File: config.mk
export PLATFORM = sky130hd
export DESIGN_NAME = keccak_padder
export DESIGN_NICKNAME = d
export VERILOG_FILES = /design/src/rtl/keccak_padder.sv
export SDC_FILE = /design/constraint.sdc
export NUM_CORES = 1
export LEC_CHECK = 0
export BUFFER_PORTS_ARGS = -buffer_cell sky130_fd_sc_hd__buf_2
export CAP_MARGIN = 20
export CORE_ASPECT_RATIO = 2
export CORE_MARGIN = 2
export CORE_UTILIZATION = 40
export DETAILED_ROUTE_END_ITERATION = 10
export PLACE_DENSITY = 0.7
export REMOVE_ABC_BUFFERS = 1
export SLEW_MARGIN = 20
export SYNTH_ARGS = -nofsm -noshare
export SYNTH_HDL_FRONTEND = slang
export SYNTH_SLANG_ARGS = --single-unit
File: constraint.sdc
create_clock -name Clock -period 3.5 [get_ports Clock]
set_clock_uncertainty 0.2 [all_clocks]
set_input_delay 0.35 -clock Clock [delete_from_list [all_inputs] [get_ports Clock]]
set_output_delay 0.35 -clock Clock [all_outputs]
set_load 0.02 [all_outputs]
File: src/rtl/keccak_padder.sv
// rtl/keccak_padder.sv - Keccak pad10*1 byte-level padder feeding the keccak core
//
// Purpose:
//   Takes a byte-granular W-bit message stream and applies Keccak pad10*1
//   (0x01 ... 0x80) for a rate of RATE_WORDS words. It emits whole rate
//   blocks to the keccak core. When the message ends exactly on a block
//   boundary, it appends an extra padding block.
//
// Ports:
//   Clock        in   clock
//   Reset        in   asynchronous active-high reset
//   Start        in   synchronous clear, begins a new message
//   In_data      in   message word, byte k at bits [8k+7:8k]
//   In_valid     in   In_data valid
//   In_last      in   final message word (qualified by In_valid)
//   In_bytes     in   valid bytes in final word, 0..8 (values above 8 act as 8)
//   In_ready     out  padder accepts In_data this cycle
//   Din          out  word to core
//   Din_valid    out  Din holds a word
//   Last_block   out  Din is the final word of the final block
//   Buffer_full  in   core input buffer full, no transfer this cycle
//   Done         out  final word transferred, held until Start or Reset

module keccak_padder #(
  parameter int W          = 64,
  parameter int RATE_WORDS = 16
) (
  input  logic         Clock,
  input  logic         Reset,
  input  logic         Start,
  input  logic [W-1:0] In_data,
  input  logic         In_valid,
  input  logic         In_last,
  input  logic [3:0]   In_bytes,
  output logic         In_ready,
  output logic [W-1:0] Din,
  output logic         Din_valid,
  output logic         Last_block,
  input  logic         Buffer_full,
  output logic         Done
);

  localparam int NB  = W / 8;
  localparam int WCW = (RATE_WORDS > 1) ? $clog2(RATE_WORDS) : 1;

  localparam logic [W-1:0] PAD_FIRST = W'(1);
  localparam logic [W-1:0] PAD_FINAL = {8'h80, {(W-8){1'b0}}};

  typedef enum logic [2:0] {
    ST_ABSORB,
    ST_PADHEAD,
    ST_PAD,
    ST_FLUSH,
    ST_DONE
  } state_t;

  state_t         state_q, state_d;
  logic [WCW-1:0] wcnt_q, wcnt_d;
  logic [W-1:0]   din_q, din_d;
  logic           din_valid_q, din_valid_d;
  logic           last_block_q, last_block_d;
  logic           done_q, done_d;

  logic           out_xfer;
  logic           load_ok;
  logic           last_pos;
  logic           ready_int;
  logic           load;
  logic [W-1:0]   load_word;
  logic           load_last;
  logic [W-1:0]   last_word;
  logic           last_full;
  int             n_eff;

  assign out_xfer = din_valid_q & ~Buffer_full;
  // The output register can take a new word when it is empty or drains this cycle.
  assign load_ok  = ~din_valid_q | out_xfer;
  assign last_pos = (wcnt_q == WCW'(RATE_WORDS - 1));

  // Final-word formatting: keep bytes below n, place 0x01 at byte n, zero the rest.
  always_comb begin
    last_word = '0;
    n_eff     = (int'(In_bytes) > NB) ? NB : int'(In_bytes);
    for (int k = 0; k < NB; k++) begin
      if (k < n_eff) begin
        last_word[8*k +: 8] = In_data[8*k +: 8];
      end else if (k == n_eff) begin
        last_word[8*k +: 8] = 8'h01;
      end else begin
        last_word[8*k +: 8] = 8'h00;
      end
    end
    last_full = (n_eff >= NB);
  end

  always_comb begin
    state_d      = state_q;
    wcnt_d       = wcnt_q;
    din_d        = din_q;
    din_valid_d  = din_valid_q;
    last_block_d = last_block_q;
    done_d       = done_q;
    ready_int    = 1'b0;
    load         = 1'b0;
    load_word    = '0;
    load_last    = 1'b0;

    case (state_q)
      ST_ABSORB: begin
        ready_int = load_ok;
        if (In_valid && ready_int) begin
          load = 1'b1;
          if (!In_last) begin
            load_word = In_data;
          end else if (last_full) begin
            // Full final word: the 0x01 byte must go into a following word.
            load_word = In_data;
            state_d   = ST_PADHEAD;
          end else if (last_pos) begin
            load_word = last_word | PAD_FINAL;
            load_last = 1'b1;
            state_d   = ST_FLUSH;
          end else begin
            load_word = last_word;
            state_d   = ST_PAD;
          end
        end
      end

      ST_PADHEAD: begin
        if (load_ok) begin
          load = 1'b1;
          if (last_pos) begin
            load_word = PAD_FIRST | PAD_FINAL;
            load_last = 1'b1;
            state_d   = ST_FLUSH;
          end else begin
            load_word = PAD_FIRST;
            state_d   = ST_PAD;
          end
        end
      end

      ST_PAD: begin
        if (load_ok) begin
          load = 1'b1;
          if (last_pos) begin
            load_word = PAD_FINAL;
            load_last = 1'b1;
            state_d   = ST_FLUSH;
          end
        end
      end

      ST_FLUSH: begin
        if (out_xfer) begin
          din_d   = '0;
          done_d  = 1'b1;
          state_d = ST_DONE;
        end
      end

      ST_DONE: begin
      end

      default: begin
        state_d = ST_ABSORB;
      end
    endcase

    if (load) begin
      din_d        = load_word;
      din_valid_d  = 1'b1;
      last_block_d = load_last;
      wcnt_d       = last_pos ? '0 : wcnt_q + 1'b1;
    end else if (out_xfer) begin
      din_valid_d  = 1'b0;
      last_block_d = 1'b0;
    end

    // Start discards any held word and anything presented alongside it.
    if (Start) begin
      state_d      = ST_ABSORB;
      wcnt_d       = '0;
      din_d        = '0;
      din_valid_d  = 1'b0;
      last_block_d = 1'b0;
      done_d       = 1'b0;
    end
  end

  always_ff @(posedge Clock or posedge Reset) begin
    if (Reset) begin
      state_q      <= ST_ABSORB;
      wcnt_q       <= '0;
      din_q        <= '0;
      din_valid_q  <= 1'b0;
      last_block_q <= 1'b0;
      done_q       <= 1'b0;
    end else begin
      state_q      <= state_d;
      wcnt_q       <= wcnt_d;
      din_q        <= din_d;
      din_valid_q  <= din_valid_d;
      last_block_q <= last_block_d;
      done_q       <= done_d;
    end
  end

  assign In_ready   = ready_int & ~Start & ~Reset;
  assign Din        = din_q;
  assign Din_valid  = din_valid_q;
  assign Last_block = last_block_q;
  assign Done       = done_q;

endmodule

==> metrics.txt, run 1 <==
setup violators final=0; met3 Resource Use GR=6.95%; gp weighted congestion=~0.87; Tmin final=2630 ps; CTS Sinks=74; die area=0.00839 mm2; period utilization=75.0%; Inst Count DP=between 400 and 500; H-tree depth=3; R2R cell count=5; Cells after Synth=238; Max Fclk=381 MHz; CP Capture Point=Din[1]$_DFFE_PP0P_; asr flop ratio synth=between 90% and 100%; GRT Resource Usage Total=between 10% and 20%; Worst R2R Start=state_q[0]$_DFFE_PP0P_; DR WL/cell=15.7 um; Worst slew margin=53.2%; Max Cap Violations=0; Vert. Die Dim=128 um; Worst-path clk slew=50 ps; Setup TNS=0 ps; drt total wl=7590 um; status=completed; FF/Latch Area=0.00185 mm2; via count=~2600; CP Data Arrival Time=2690 ps; fin area=0.00413 mm2; critical path class=reg -> reg; RSZ-0062 raised after global routing=no; Pre-antenna DRT Iters=4; YS warnings=0; pin count of the biggest net entering global routing=41; sequential share of the synthesized area=between 60 and 70%; first-pass GRT wire length=11800 um; site row count=45; routed vias/inst=5.35; Critical R2R Capture=Din[1]$_DFFE_PP0P_; Die Wd=65.8 um; post-CTS setup buffer count=0; critical path launch point=state_q[0]$_DFFE_PP0P_; vias in the first global route=between 2000 and 3000; area grow syn2layout=35.3%; Slew Limit Fails=0; VDD IR-drop max=0.000272 V; Slew @ Worst Pin=702 ps; Critical Path RT=roughly 3600 ps; Crit. End Element=flip-flop; port buffer count=141; share of cells above drive strength 1=about 42%; Num CTS Buffers=9; core footprint=0.00749 mm2; initial antenna violation count=0; CTS Root Buffer Type=clkbuf_16; # nets final=460; CTS max path bufs=2; post-route insts no fill=483; most common cell after layout, fill and taps aside=buf_2; Initial Util=40.8%; CP Launch Type=flip-flop; area taken by multi-input logic gates=0.00109 mm2; highest-count cells in the layout ignoring fill and taps=buf_2 (141), dfrtp_1 (74), a22o_1 (59); CTS tree=yes; M1 GR Usage=between 20% and 30%; r2r setup slk=roughly 870 ps; Main synth FF type=dfrtp_1; Post-Place Cell Area=0.00381 mm2; Post-synth EDFFs=0; Power Density=approximately 540 mW/mm2; total gr overflow=0; DRC viols=0; Boundary Pins=142; Antenna Cells=0; Max FO, Critical Path=28; final hold slack=approximately 34 ps; Worst Hold Class=in -> reg; M2 GR Usage=28.2%; Worst-Skew Late Latency=approximately 320 ps; number of nets with antenna violations after routing=0; post-DP HPWL=5620 um; Mapped Avg Cell Area=approximately 13 um2; mapped cell area=just over 0.003 mm2; synth unique cells=~40; Most Crowded Layer GR=met2; #FFs+latches synth=74; initial DRC count=around 130; Leak Pwr=~2.3 nW; Filler cells=approximately 650; final hold vios=0
## kinds of logic (layout without fill, tap and decap cells)
kind of cell / count (synthesis) / after routing / share of synthesized area, %
AOI/OAI and AO/OA: 96 / 96 / 25.6
DFF: 74 / 74 / 60.7
muxes: 4 / 4 / 1.35
xor gates and xnor gates: 1 / 1 / 0.287
adders and majority gates: 1 / 1 / 0.410
and+or+nand+nor: 48 / 48 / 8.24
buffers and inverters: 14 / 165 / 3.48
## timing repair
action / CTS / global route
gates resized for setup: 0 / 0
hold buffers: 1 / 0
endpoints found under the hold margin: 74 / 0
## cell type report
type / count / area share, %
Sequential cell: 74 / 44.8
Multi-Input combinational cell: 150 / 26.5
Timing Repair Buffer: 146 / 18.1
Clock buffer: 13 / 6.54
Tap cell: 94 / 2.85
Clock inverter: 2 / 0.848
Inverter: 4 / 0.364
## stage by stage
| stage | setup slack, ps | utilization (%) | power [W] |
|---|---|---|---|
| after floorplan | 635 | - | 0.00117 |
| after global placement | 1030 | 50.9 | 0.00130 |
| after detailed placement | 883 | 50.9 | 0.00132 |
| after CTS | 869 | 55.2 | 0.00224 |
| after global routing | 714 | 55.2 | 0.00231 |
| final | 874 | 55.2 | 0.00222 |
## registers in the layout, indices dropped and copies added (netlist names)
signal,flops
wcnt_q,4
Din,64
Last_block,1
Din_valid,1
state_q,3
Done,1
## power by group
group          internal, W  switching [W]  total, W
Combinational     0.000135       0.000210  0.000345
Sequential        0.000915      0.0000403  0.000955
Clock             0.000604       0.000313  0.000917
## worst max-delay path: stages, from the launching register on
cell and delay (ps):
dfrtp_1 510, or3_1 410, and3_1 290, nor3_4 510
buf_4 420, a22o_1 200
## cell usage after synthesis, types with 2 or more instances
master,number,area [um2]
o21a_1,2,15.0
nor2b_1,2,12.5
a31oi_1,3,18.8
or3_1,2,12.5
clkbuf_1,2,7.51
nand2_1,5,18.8
o2bb2ai_1,2,17.5
nand2b_1,4,25.0
inv_1,3,11.3
nor2_1,17,63.8
a21boi_0,2,15.0
o22a_1,2,17.5
mux2i_1,3,30.0
or2_2,2,12.5
a21oi_1,10,50.1
a31o_1,2,17.5
nand3_1,4,20.0
dfrtp_1,74,1850
nor3_1,4,20.0
a21o_1,4,30.0
o21ai_0,3,15.0
a221o_1,2,20.0
buf_6,7,78.8
o32ai_1,2,17.5
a22o_1,59,517
## worst min path at each step
stage                              startpoint                     to  slack (ps)  cells after the start
after CTS                         In_data[42]    Din[42]$_DFFE_PP0P_          20                      2
after detailed placement  Din[40]$_DFFE_PP0P_    Din[40]$_DFFE_PP0P_         260                      1
after floorplan                         Start  wcnt_q[3]$_DFFE_PP0P_         210                      1
after global routing              In_data[46]    Din[46]$_DFFE_PP0P_          30                      2
after global placement     Din[0]$_DFFE_PP0P_     Din[0]$_DFFE_PP0P_         260                      1
final                             In_data[41]    Din[41]$_DFFE_PP0P_          30                      2
## metal layers
metal | vias to the layer above | share of wire [%]
met5 | - | 0
met2 | 128 | 45
met3 | 10 | 11
li1 | 1204 | -
met4 | 0 | 1.9
met1 | 1241 | 42
Power figures use the tool's default switching activity.
==> inputs of run 2 (changes only) <==
--- a/config.mk
+++ b/config.mk
@@ -5,13 +5,14 @@
 export SDC_FILE = /design/constraint.sdc
 export NUM_CORES = 1
 export LEC_CHECK = 0
+export ABC_AREA = 1
 export BUFFER_PORTS_ARGS = -buffer_cell sky130_fd_sc_hd__buf_2
 export CAP_MARGIN = 20
 export CORE_ASPECT_RATIO = 2
 export CORE_MARGIN = 2
 export CORE_UTILIZATION = 40
 export DETAILED_ROUTE_END_ITERATION = 10
-export PLACE_DENSITY = 0.7
+export PLACE_DENSITY = 0.68
 export REMOVE_ABC_BUFFERS = 1
 export SLEW_MARGIN = 20
 export SYNTH_ARGS = -nofsm -noshare
==> constraint.sdc (replaced) <==
create_clock -name Clock -period 2.45 [get_ports Clock]
set_clock_uncertainty 0.2 [all_clocks]
set_input_delay 0.245 -clock Clock [delete_from_list [all_inputs] [get_ports Clock]]
set_output_delay 0.245 -clock Clock [all_outputs]
set_load 0.02 [all_outputs]
==> metrics.txt, run 2 <==
status=completed (unchanged); drt total wl=11100 um (was 7590 um); Layout Utilization=60.4% (was 55.2%); Die Wd=71.0 um (was 65.8 um); sequential share of the synthesized area=51.6% (was 60.7%); Pre-antenna DRT Iters=6 (was 4); final hold vios=0 (unchanged); worst-path cell chain=inv_1 > nand3_1 > nand2_2 > nand2_2 > nand3_4 > inv_2 > buf_12 > nand3_1 > nand2_1 (was or3_1 > and3_1 > nor3_4 > buf_4 > a22o_1); Filler cells=803 (was 652); Yosys top cell area share=51.6% (was 60.7%); Worst Hold Class=in -> reg (unchanged); GRT Resource Usage Total=23.2% (was 18.4%); share of cells above drive strength 1=31.7% (was 42.4%); hold_buf cts=61 (was 1); CTS max path bufs=2 (unchanged); VDD IR-drop max=0.000556 V (was 0.000272 V); Resized cells post-CTS=0 (unchanged); CP bufs+invs=3 (was 1); initial DRC count=215 (was 126); FF/Latch Area=0.00185 mm2 (unchanged); CTS Sinks=74 (unchanged); delay-heaviest family, CP=buffers and inverters (was simple AND/OR/NAND/NOR gates); asr flop ratio synth=100% (unchanged); max FFs per register=64 (unchanged); Worst-Skew Late Latency=330 ps (was 320 ps); synth unique cells=28 (was 41); critical path class=reg -> reg (unchanged); dpl ws=383 ps (was 883 ps); Final WS setup=356 ps (was 874 ps); vias in the first global route=3728 (was 2513); Critical R2R Capture=Din[50]$_DFFE_PP0P_ (was Din[1]$_DFFE_PP0P_); Worst slew margin=56.1% (was 53.2%); post-DP HPWL=7700 um (was 5620 um); YS warnings=0 (unchanged); Max Fclk=477 MHz (was 381 MHz); initial antenna violation count=0 (unchanged); area grow syn2layout=45.5% (was 35.3%); gp weighted congestion=0.912 (was 0.872); Critical Path RT=2510 ps (was 3560 ps); period utilization=85.5% (was 75.0%); Main synth FF type=dfrtp_1 (unchanged); routed vias/inst=5.14 (was 5.35); CP max-delay cell=dfrtp_1 (unchanged); Power Density=825 mW/mm2 (was 537 mW/mm2); cell taking the most area after synthesis=dfrtp_1 (unchanged); #FFs+latches synth=74 (unchanged); Max FO, Critical Path=41 (was 28); Slew Limit Fails=0 (unchanged); Mapped Avg Cell Area=8.65 um2 (was 12.8 um2); Vert. Die Dim=138 um (was 128 um); R2R cell count=9 (was 5); setup violators final=0 (unchanged); mapped cell area=0.00359 mm2 (was 0.00305 mm2); # nets final=688 (was 460); pin count of the biggest net entering global routing=47 (was 41); most common cell after layout, fill and taps aside=buf_2 (unchanged); Crit path depth=9 (was 5); DR WL/cell=15.4 um (was 15.7 um); synth top area cells=dfrtp_1 (52%), nand2_1 (14%), nand3_1 (11%) (was dfrtp_1 (61%), a22o_1 (17%), buf_6 (2.6%)); slowest stage delay, CP=380 ps (was 510 ps); site row count=48 (was 45); H-tree depth=3 (unchanged); total gr overflow=0 (unchanged); via count=3677 (was 2583); CP Capture Point=Din[50]$_DFFE_PP0P_ (was Din[1]$_DFFE_PP0P_); Cells after Synth=415 (was 238); final hold slack=33.8 ps (was 34.4 ps); CTS Root Buffer Type=clkbuf_16 (unchanged); Setup TNS=0 ps (unchanged); CP Data Arrival Time=2160 ps (was 2690 ps); core footprint=0.00865 mm2 (was 0.00749 mm2); highest-count cells in the layout ignoring fill and taps=buf_2 (141), nand2_1 (130), nand3_1 (77) (was buf_2 (141), dfrtp_1 (74), a22o_1 (59)); first-pass GRT wire length=17600 um (was 11800 um); DRC viols=0 (unchanged); die area=0.00979 mm2 (was 0.00839 mm2); Inst Count DP=641 (was 467); Num CTS Buffers=9 (unchanged); critical path launch point=state_q[2]$_DFFE_PP0P_ (was state_q[0]$_DFFE_PP0P_); r2r setup slk=360 ps (was 870 ps); Antenna Cells=0 (unchanged); Initial Util=41.5% (was 40.8%); Crit. End Element=flip-flop (unchanged); Max Cap Violations=0 (unchanged); Worst R2R Start=state_q[2]$_DFFE_PP0P_ (was state_q[0]$_DFFE_PP0P_); CTS tree=yes (unchanged); area taken by multi-input logic gates=0.00149 mm2 (was 0.00109 mm2); number of nets with antenna violations after routing=0 (unchanged); Boundary Pins=142 (unchanged); port buffer count=141 (unchanged); Worst-path clk slew=50 ps (about the same); Tmin final=2090 ps (was 2630 ps); most common cell in the netlist=nand2_1 (was dfrtp_1); Synth top cells by count=nand2_1 (131), nand3_1 (77), dfrtp_1 (74), inv_1 (21), nand3_2 (20) (was dfrtp_1 (74), a22o_1 (59), nor2_1 (17), a21oi_1 (10), buf_6 (7)); Post-synth EDFFs=0 (unchanged); post-route insts no fill=716 (was 483); Slew @ Worst Pin=655 ps (was 702 ps); post-CTS setup buffer count=0 (unchanged); RSZ-0062 raised after global routing=no (unchanged); CP Launch Type=flip-flop (unchanged); Leak Pwr=2.97 nW (was 2.28 nW)
## run 2: cell families (layout without fill, tap and decap cells)
| logic type | Yosys count | count (layout) | synth area share (%) |
|---|---|---|---|
| fa+ha+maj | 1 | 1 | 0.348 |
| simple gates | 275 | 275 | 38.1 |
| flops | 74 | 74 | 51.6 |
| xor+xnor | 2 | 2 | 0.488 |
| compound gates | 16 | 16 | 2.54 |
| buf+inv | 47 | 248 | 6.97 |
## run 2: area by class of cell
cell class,instances,area share [%]
timing repair buffer,209,26.9
sequential,74,35.5
tap,100,2.40
multi-input combinational,294,28.5
clock buffer,14,4.86
inverter,25,1.80
## run 2: per-layer routing
layer	part of all wire (%)	GRT usage, %	up-vias	wire length (um)
li1	-	-	1771	-
met5	0	0	-	0
met3	5.5	4.65	43	611
met2	54	40.3	153	5980
met1	36	25.6	1710	3930
met4	4.9	14.2	0	537
## run 2: worst reg2reg max path: stages, from the launching register on
cell and delay, ps:
dfrtp_1 380, inv_1 110, nand3_1 150, nand2_2 110, nand2_2 110, nand3_4 80, inv_2 370, buf_12 300
nand3_1 120, nand2_1 90
## run 2: worst min path at each step
stage | from | to | slack, ps | cells past startpoint
6_report | In_data[32] | Din[32]$_DFFE_PP0P_ | 30 | 5
5_1_grt | Buffer_full | state_q[2]$_DFFE_PP0P_ | 70 | 4
3_5_place_dp | Reset | Din[56]$_DFFE_PP0P_ | 70 | 2
3_3_place_gp | Reset | Din[48]$_DFFE_PP0P_ | 70 | 2
4_1_cts | In_data[32] | Din[32]$_DFFE_PP0P_ | 30 | 5
2_1_floorplan | Start | Done$_DFFE_PP0P_ | 110 | 1
## run 2: power by group
part           switching, W  leakage [nW]  internal (W)  total (W)
logic               0.00102          1.84      0.000507    0.00153
clock network      0.000460         0.123      0.000703    0.00116
registers          0.000160          1.01       0.00145    0.00161
total               0.00164          2.97       0.00266    0.00431
## run 2: per-stage QoR
step / area, um2 / power (W)
5_1_grt: 5220 / 0.00456
2_1_floorplan: 3430 / 0.00253
4_1_cts: 5220 / 0.00434
3_3_place_gp: 4360 / 0.00306
6_report: 5220 / 0.00431
3_5_place_dp: 4360 / 0.00309
==> inputs of run 3 (changes only) <==
==> constraint.sdc (replaced) <==
create_clock -name Clock -period 2.5 [get_ports Clock]
set_clock_uncertainty 0.2 [all_clocks]
set_input_delay 0.25 -clock Clock [delete_from_list [all_inputs] [get_ports Clock]]
set_output_delay 0.25 -clock Clock [all_outputs]
set_load 0.02 [all_outputs]
==> metrics.txt, run 3 (synthesis results as in run 2) <==
status=completed (unchanged); Critical Path RT=2560 ps (was 2510 ps); routed vias/inst=5.15 (was 5.14); share of cells above drive strength 1=32.2% (was 31.7%); CP max-delay cell=inv_2 (was dfrtp_1); Initial Util=41.5% (unchanged); Critical R2R Capture=Din[9]$_DFFE_PP0P_ (was Din[50]$_DFFE_PP0P_); critical path launch point=Din_valid$_DFFE_PP0P_ (was state_q[2]$_DFFE_PP0P_); Boundary Pins=142 (unchanged); RSZ-0062 raised after global routing=no (unchanged); via count=3669 (was 3677); Max Cap Violations=0 (unchanged); pin count of the biggest net entering global routing=49 (was 47); Power Density=845 mW/mm2 (was 825 mW/mm2); Die Wd=71.0 um (unchanged); Max Fclk=485 MHz (was 477 MHz); DRC viols=0 (unchanged); first-pass GRT wire length=17200 um (was 17600 um); initial antenna violation count=1 (was 0); Worst Hold Class=in -> reg (unchanged); GRT Resource Usage Total=22.3% (was 23.2%); R2R cell count=9 (unchanged); port buffer count=141 (unchanged); Worst R2R Start=Din_valid$_DFFE_PP0P_ (was state_q[2]$_DFFE_PP0P_); final hold vios=0 (unchanged); initial DRC count=190 (was 215); Slew Limit Fails=0 (unchanged); Crit path depth=9 (unchanged); Worst-Skew Late Latency=320 ps (was 330 ps); number of nets with antenna violations after routing=0 (unchanged); hold_buf cts=58 (was 61); post-CTS setup buffer count=0 (unchanged); Worst-path clk slew=60 ps (was 50 ps); drt total wl=10800 um (was 11100 um); Crit. End Element=flip-flop (unchanged); highest-count cells in the layout ignoring fill and taps=buf_2 (141), nand2_1 (130), nand3_1 (77) (unchanged); Resized cells post-CTS=0 (unchanged); delay-heaviest family, CP=buffers and inverters (unchanged); vias in the first global route=3621 (was 3728); gp weighted congestion=0.914 (was 0.912); post-DP HPWL=7690 um (was 7700 um); die area=0.00979 mm2 (unchanged); setup violators final=0 (unchanged); CTS tree=yes (unchanged); H-tree depth=3 (unchanged); # nets final=684 (was 688); CTS Root Buffer Type=clkbuf_16 (unchanged); CTS Sinks=74 (unchanged); site row count=48 (unchanged); total gr overflow=0 (unchanged); r2r setup slk=440 ps (was 360 ps); critical path class=reg -> reg (unchanged); VDD IR-drop max=0.000439 V (was 0.000556 V); Max FO, Critical Path=44 (was 41); DR WL/cell=15.1 um (was 15.4 um); Worst slew margin=56.9% (was 56.1%); CP Data Arrival Time=2120 ps (was 2160 ps); Slew @ Worst Pin=643 ps (was 655 ps); CTS max path bufs=2 (unchanged); Leak Pwr=2.98 nW (was 2.97 nW); worst-path cell chain=nand2_1 > nand2_1 > nor2_4 > inv_2 > nand3_4 > inv_2 > buf_12 > nand3_1 > nand2_1 (was inv_1 > nand3_1 > nand2_2 > nand2_2 > nand3_4 > inv_2 > buf_12 > nand3_1 > nand2_1); core footprint=0.00865 mm2 (unchanged); Num CTS Buffers=9 (unchanged); Pre-antenna DRT Iters=4 (was 6); CP Launch Type=flip-flop (unchanged); Layout Utilization=60.4% (about the same); period utilization=82.5% (was 85.5%); final hold slack=11.5 ps (was 33.8 ps); slowest stage delay, CP=370 ps (was 380 ps); Vert. Die Dim=138 um (unchanged); CP bufs+invs=3 (unchanged); Tmin final=2060 ps (was 2090 ps); most used cell along the critical path=nand2_1; Setup TNS=0 ps (unchanged); area grow syn2layout=45.6% (was 45.5%); max FFs per register=64 (unchanged); most common cell after layout, fill and taps aside=buf_2 (unchanged); CP Capture Point=Din[9]$_DFFE_PP0P_ (was Din[50]$_DFFE_PP0P_)
-- run 3: cell count changes in the layout (fill, tap and decap cells not counted), sizes merged --
cell         change
clkbuf           -3
dlygate4sd3      -3
bufinv           +2
buf              -1
clkinv           +1
diode            +1
-- run 3: per-layer routing --
layer	routed length (um)	vias to the layer above	GRT usage, %
met2	5890	123	40.0
met5	0	-	0
met3	468	35	4.07
met4	430	0	11.3
li1	-	1760	-
met1	3970	1751	25.0
-- run 3: worst min path at each step --
stage	from	to	slack, ps	cells past startpoint
2_1_floorplan	Start	Done$_DFFE_PP0P_	110	1
6_report	In_data[23]	Din[23]$_DFFE_PP0P_	10	3
5_1_grt	In_data[23]	Din[23]$_DFFE_PP0P_	4	3
3_3_place_gp	Reset	Din[48]$_DFFE_PP0P_	160	3
4_1_cts	In_data[23]	Din[23]$_DFFE_PP0P_	0.4	3
3_5_place_dp	Reset	Din[56]$_DFFE_PP0P_	170	3
-- run 3: where the power goes --
part | switching [W] | internal [W] | total (W) | leakage (nW)
Sequential | 0.000159 | 0.00142 | 0.00158 | 1.01
Combinational | 0.00100 | 0.000491 | 0.00149 | 1.82
Clock | 0.000456 | 0.000888 | 0.00134 | 0.151
-- run 3: final cells by class --
| type | instances | area (um2) |
|---|---|---|
| Inverter | 25 | 93.8 |
| Tap cell | 100 | 125 |
| Clock buffer | 11 | 243 |
| Multi-Input combinational cell | 294 | 1490 |
| Fill cell | 803 | 3420 |
| Timing Repair Buffer | 205 | 1360 |
| Sequential cell | 74 | 1850 |
| Clock inverter | 3 | 65.1 |
| Antenna cell | 1 | 2.50 |
-- run 3: stage by stage --
stage | std cells | total power, W | setup WS, ps | cell area, um2
CTS | 712 | 0.00446 | 440 | 5230
finish | 713 | 0.00442 | 438 | 5230
floorplan | 393 | 0.00248 | 52.0 | 3430
global route | 713 | 0.00468 | 283 | 5230
global placement | 640 | 0.00299 | 492 | 4340
detailed placement | 640 | 0.00303 | 453 | 4340
-- run 3: worst min-delay path: stages --
cell,delay [ps]
buf_2,110
nand4_1,80
nand2_1,60
